==> src/rtl/softreg_responder.sv <==
// softreg_responder: per-app soft register block with control, status and counters.
// Ports: clk, rst_n, enable, softreg_req in; softreg_resp, ctrl_regs, ctrl_wr_pulse out;
//        status_in (read-only app status) and event_in (counted pulse) in.

package softreg_pkg;

    typedef struct packed {
        logic        valid;
        logic        isWrite;
        logic [31:0] addr;
        logic [63:0] data;
    } SoftRegReq;

    typedef struct packed {
        logic        valid;
        logic [63:0] data;
    } SoftRegResp;

endpackage

module softreg_responder
    import softreg_pkg::*;
#(
    parameter int          NUM_REGS = 8,
    parameter logic [63:0] ERR_DATA = 64'hFFFF_FFFF_FFFF_FFFF
) (
    input  logic                       clk,
    input  logic                       rst_n,
    input  logic                       enable,
    input  SoftRegReq                  softreg_req,
    output SoftRegResp                 softreg_resp,
    output logic [NUM_REGS-1:0][63:0]  ctrl_regs,
    output logic [NUM_REGS-1:0]        ctrl_wr_pulse,
    input  logic [NUM_REGS-1:0][63:0]  status_in,
    input  logic                       event_in
);

    localparam logic [12:0] EVT_W = 13'(2 * NUM_REGS);
    localparam logic [12:0] CNT_W = 13'(2 * NUM_REGS + 1);

    logic [12:0]         word;
    logic                aligned;
    logic                req_rd;
    logic                req_wr;
    logic                hit_evt;
    logic [NUM_REGS-1:0] wr_sel;
    logic [63:0]         rd_data;

    logic                resp_valid;
    logic [63:0]         resp_data;
    logic [63:0]         evt_cnt;
    logic [31:0]         rd_cnt;
    logic [31:0]         wr_cnt;

    // Upper address bits carry no decode meaning inside an app window.
    logic unused_addr_hi;
    assign unused_addr_hi = ^softreg_req.addr[31:16];

    assign word    = softreg_req.addr[15:3];
    assign aligned = (softreg_req.addr[2:0] == 3'b000);
    assign req_rd  = enable & softreg_req.valid & ~softreg_req.isWrite;
    assign req_wr  = enable & softreg_req.valid & softreg_req.isWrite;
    assign hit_evt = req_rd & aligned & (word == EVT_W);

    always_comb begin
        wr_sel = '0;
        for (int k = 0; k < NUM_REGS; k++) begin
            wr_sel[k] = req_wr & aligned & (word == 13'(k));
        end
    end

    // Read data is taken from pre-edge state, so a counter or event
    // read reports the value before this request is accounted for.
    always_comb begin
        rd_data = ERR_DATA;
        if (aligned) begin
            for (int k = 0; k < NUM_REGS; k++) begin
                if (word == 13'(k)) begin
                    rd_data = ctrl_regs[k];
                end
                if (word == 13'(NUM_REGS + k)) begin
                    rd_data = status_in[k];
                end
            end
            if (word == EVT_W) begin
                rd_data = evt_cnt;
            end
            if (word == CNT_W) begin
                rd_data = {rd_cnt, wr_cnt};
            end
        end
    end

    always_ff @(posedge clk or negedge rst_n) begin
        if (!rst_n) begin
            resp_valid    <= 1'b0;
            resp_data     <= '0;
            ctrl_regs     <= '0;
            ctrl_wr_pulse <= '0;
            evt_cnt       <= '0;
            rd_cnt        <= '0;
            wr_cnt        <= '0;
        end else begin
            resp_valid    <= req_rd;
            resp_data     <= req_rd ? rd_data : 64'd0;
            ctrl_wr_pulse <= wr_sel;
            for (int k = 0; k < NUM_REGS; k++) begin
                if (wr_sel[k]) begin
                    ctrl_regs[k] <= softreg_req.data;
                end
            end
            if (req_rd) begin
                rd_cnt <= rd_cnt + 32'd1;
            end
            if (req_wr) begin
                wr_cnt <= wr_cnt + 32'd1;
            end
            // Clear-on-read still keeps an event landing in the same cycle.
            if (hit_evt) begin
                evt_cnt <= {63'd0, event_in};
            end else if (event_in && (evt_cnt != '1)) begin
                evt_cnt <= evt_cnt + 64'd1;
            end
        end
    end

    assign softreg_resp = SoftRegResp'{valid: resp_valid, data: resp_data};

endmodule

==> config.mk <==
export PLATFORM = sky130hd
export DESIGN_NAME = softreg_responder
export DESIGN_NICKNAME = d
export VERILOG_FILES = /design/src/rtl/softreg_responder.sv
export SDC_FILE = /design/constraint.sdc
export NUM_CORES = 2
export LEC_CHECK = 0
export BUFFER_PORTS_ARGS = -buffer_cell sky130_fd_sc_hd__buf_2
export CORE_AREA = 5 5 469 471
export DETAILED_ROUTE_END_ITERATION = 6
export DIE_AREA = 0 0 474 476
export PLACE_DENSITY_LB_ADDON = 0.15
export SLEW_MARGIN = 20
export SYNTH_ARGS = -nofsm -noshare
export SYNTH_HDL_FRONTEND = slang
export SYNTH_SLANG_ARGS = --single-unit
==> constraint.sdc <==
create_clock -name clk -period 6 [get_ports clk]
set_input_delay 0.3 -clock clk [delete_from_list [all_inputs] [get_ports clk]]
set_output_delay 0.3 -clock clk [all_outputs]
set_load 0.03 [all_outputs]
==> results.cfg <==
[outcome]
status = complete, but fails checks
violations = design-rule violations

[setup_path]
end_kind = register
slowest_delay_ns = 1.02
cp_max_fo = 19
cp.required_ns = 6.72
path_class = input pin to register
crit_cells = 12
crit_path_cell_trace = buf_2 > or4_2 > buf_4 > nor4_4 > and2_1 > buf_4 > a21oi_1 > a21oi_1 > o21ai_0 > dlygate4sd3_1 > o22ai_1 > dlygate4sd3_1
cp-start-kind = input pin
worst_path_dominant_cell_family = simple AND/OR/NAND/NOR gates
critPathSlowestCell = or4_2
arrival_ns = 5.38
rr_worst_depth = 8
worst-path-buf-inv = 5

[final_layout]
filler_cell_count = 23700
areaGrowthSynthToFinish_pct = 39.7
postLayoutCoreUtil_pct = 23.8
fin_area_um2 = 51300
nets = 5375
drive_above_1_share_pct = 43.3

[yosys]
synth-compound-area-share_pct = 15.2
synth_area_leaders = dfrtp_1 49%, mux2_2 16%, o22ai_1 3.8%
synth_simple_gate_area_share_pct = 12.8
synth_xor_area_share_pct = 2.91
synthMuxAreaShare_pct = 16.7
synth_top_family_by_area = multiplexers
synth-main-ff-cell = dfrtp_1
synth.avg_cell_area_um2 = 10.6
synthAdderAreaFrac_pct = 0.102
synth_top_area_share_pct = 48.6
yosysSeqAreaShare_pct = 48.6
syn_area_um2 = 36700
ys_types = 80
synth-seq-cells = 713
synthesis.nets = 4091
async_flop_share_pct = 100
synth_edf_count = 0
ys_warn_count = 0
synth_top_area_cell = dfrtp_1
synthCells = 3474

[sta]
finalCriticalPeriod_ns = 4.66
setup-violations-final = 0
fin_skew_ns = 0.0358
drv_slew = 0
slew_headroom_pct = 17.0
fin_crit_sh_pct = 77.7
fin_tns_setup_ns = 0
rsz0062_at_grt = false
fmax_mhz = 215
hold_viol_final = 0
worst_pin_slew_ns = 1.24

[global_routing]
grtUsageTotal_pct = 27.1
grt.overflow.total = 0
grt_max_degree = 131
grt_pass1_wl_um = 404000
antenna_found_initial = 243
grt_pass1_vias = 37700

[power]
power.total_uw = 12400
ir_drop_v = 0.000253
p_leak_uw = 0.0253
p_per_area_nw_per_um2 = 242

[cts]
clk_pin_slew_worst_paths_ns = 0.06
cts_sinks = 713
cts_tree = yes
post_cts_resized = 0
clock_latency_ns = 0.78
cts_root_buffer = clkbuf_16
cts_buffer_depth = 3
cts_buffers = 100
htree_levels = 3

[floorplan]
die_h_um = 476
core_um2 = 216000
fp.dieW_um = 474
rows = 171
dieArea_um2 = 226000
io_pins = 1199
start_util_pct = 17.0

[detailed_routing]
ant_nets = 0
drtIter0Drc = 3942
wl_um = 318000
viasPerCell = 4.96
vias = 38600
drcViolationCount = 1
wl_per_cell_um = 40.9
dr.pass1.iters = 7

[placed_design]
dpl_cell_area_um2 = 46500
detailed_place_hpwl_um = 251000
port_buffers = 1182
place_congestion = 0.902

[worst_hold_path]
hold_depth = 2
hp-class = input pin to register

[run]
cap_violations = 0
## final timing paths
kind | end | slack, ns | from
worst min register to register | wr_cnt[31]$_DFFE_PN0P_ | 0.48 | wr_cnt[31]$_DFFE_PN0P_
worst max-delay path | resp_data[41]$_DFF_PN0_ | 1.34 | softreg_req[75]
max in group asynchronous | ctrl_regs[64]$_DFFE_PN0P_ | 4.34 | rst_n
worst max register to register | evt_cnt[52]$_DFFE_PN0P_ | 2.39 | evt_cnt[0]$_DFFE_PN0P_
worst min-delay path | ctrl_regs[288]$_DFFE_PN0P_ | 0.03 | softreg_req[32]
min in group asynchronous | ctrl_regs[430]$_DFFE_PN0P_ | 0.11 | rst_n
## flip-flops by register name, summed over array words and instances (netlist names)
name           cells
ctrl_regs        512
evt_cnt           64
resp_data         64
rd_cnt            32
wr_cnt            32
ctrl_wr_pulse      8
resp_valid         1
## final cells by class
| cell class | count | area [um2] | area share [%] |
|---|---|---|---|
| Multi-Input combinational cell | 2463 | 17700 | 34.5 |
| Sequential cell | 713 | 17800 | 34.8 |
| Antenna cell | 87 | 218 | 0.425 |
| Inverter | 26 | 97.6 | 0.190 |
| Tap cell | 2854 | 3570 | 6.97 |
| Clock buffer | 144 | 2920 | 5.69 |
| Clock inverter | 36 | 483 | 0.942 |
| Timing Repair Buffer | 1454 | 8460 | 16.5 |
## placed cells by master (no fill, tap or decap), drive strengths merged, types with 42 or more instances in the layout
cell,count
nor4,71
clkbuf,144
mux2,538
nand2,203
nand4,74
dlygate4sd3,109
diode,87
nor3,95
xnor2,73
nand3,116
o22ai,225
dfrtp,713
buf,1345
o21ai,193
nor2,231
o221ai,56
a22oi,51
a21oi,189
and3,42
xor2,49
## cell usage after synthesis, drive strengths merged (42+ instances only)
library cell    n
a21oi         189
a22oi          51
and3           42
buf           137
clkbuf        135
dfrtp         713
mux2          538
nand2         203
nand3         116
nand4          74
nor2          231
nor3           95
nor4           71
o21ai         193
o221ai         56
o22ai         225
xnor2          73
xor2           49
## report_power, final
part / total, uW / switching, uW / internal [uW] / leakage (uW)
registers: 4990 / 108 / 4880 / 0.00985
clock network: 6390 / 2670 / 3730 / 0.00168
logic: 1020 / 696 / 328 / 0.0137
## timing repair
action / 4_1_cts / 5_1_grt
endpoints found under the hold margin: 329 / 0
hold buffers: 109 / 0
buffers inserted: 0 / 0
## metal layers
metal / GRT usage (%) / wire [um] / vias to the layer above / part of all wire [%]
li1: - / - / 15800 / -
met1: 37.1 / 141000 / 20200 / 44
met2: 41.1 / 138000 / 2107 / 43
met3: 8.75 / 29500 / 445 / 9.3
met4: 7.17 / 9630 / 112 / 3.0
met5: 0 / 751 / - / 0.24
## cells by family after synthesis
| group | Yosys count |
|---|---|
| AO/OA/AOI/OAI | 872 |
| XOR/XNOR | 122 |
| adder cells (fa/ha/maj) | 3 |
| buffers and inverters | 298 |
| flip-flops | 713 |
| multiplexers | 544 |
| AND/OR/NAND/NOR | 922 |
## stage by stage
step	setup WS (ns)	hold slack [ns]	instances
finish	1.34	0.0272	7777
global route	1.27	0.0255	7717
CTS	1.30	0.000538	7690
detailed placement	1.42	0.390	7401
global placement	1.46	0.395	7401
floorplan	3.36	0.00441	3474
Note: power is estimated with default switching activity, not from simulation.
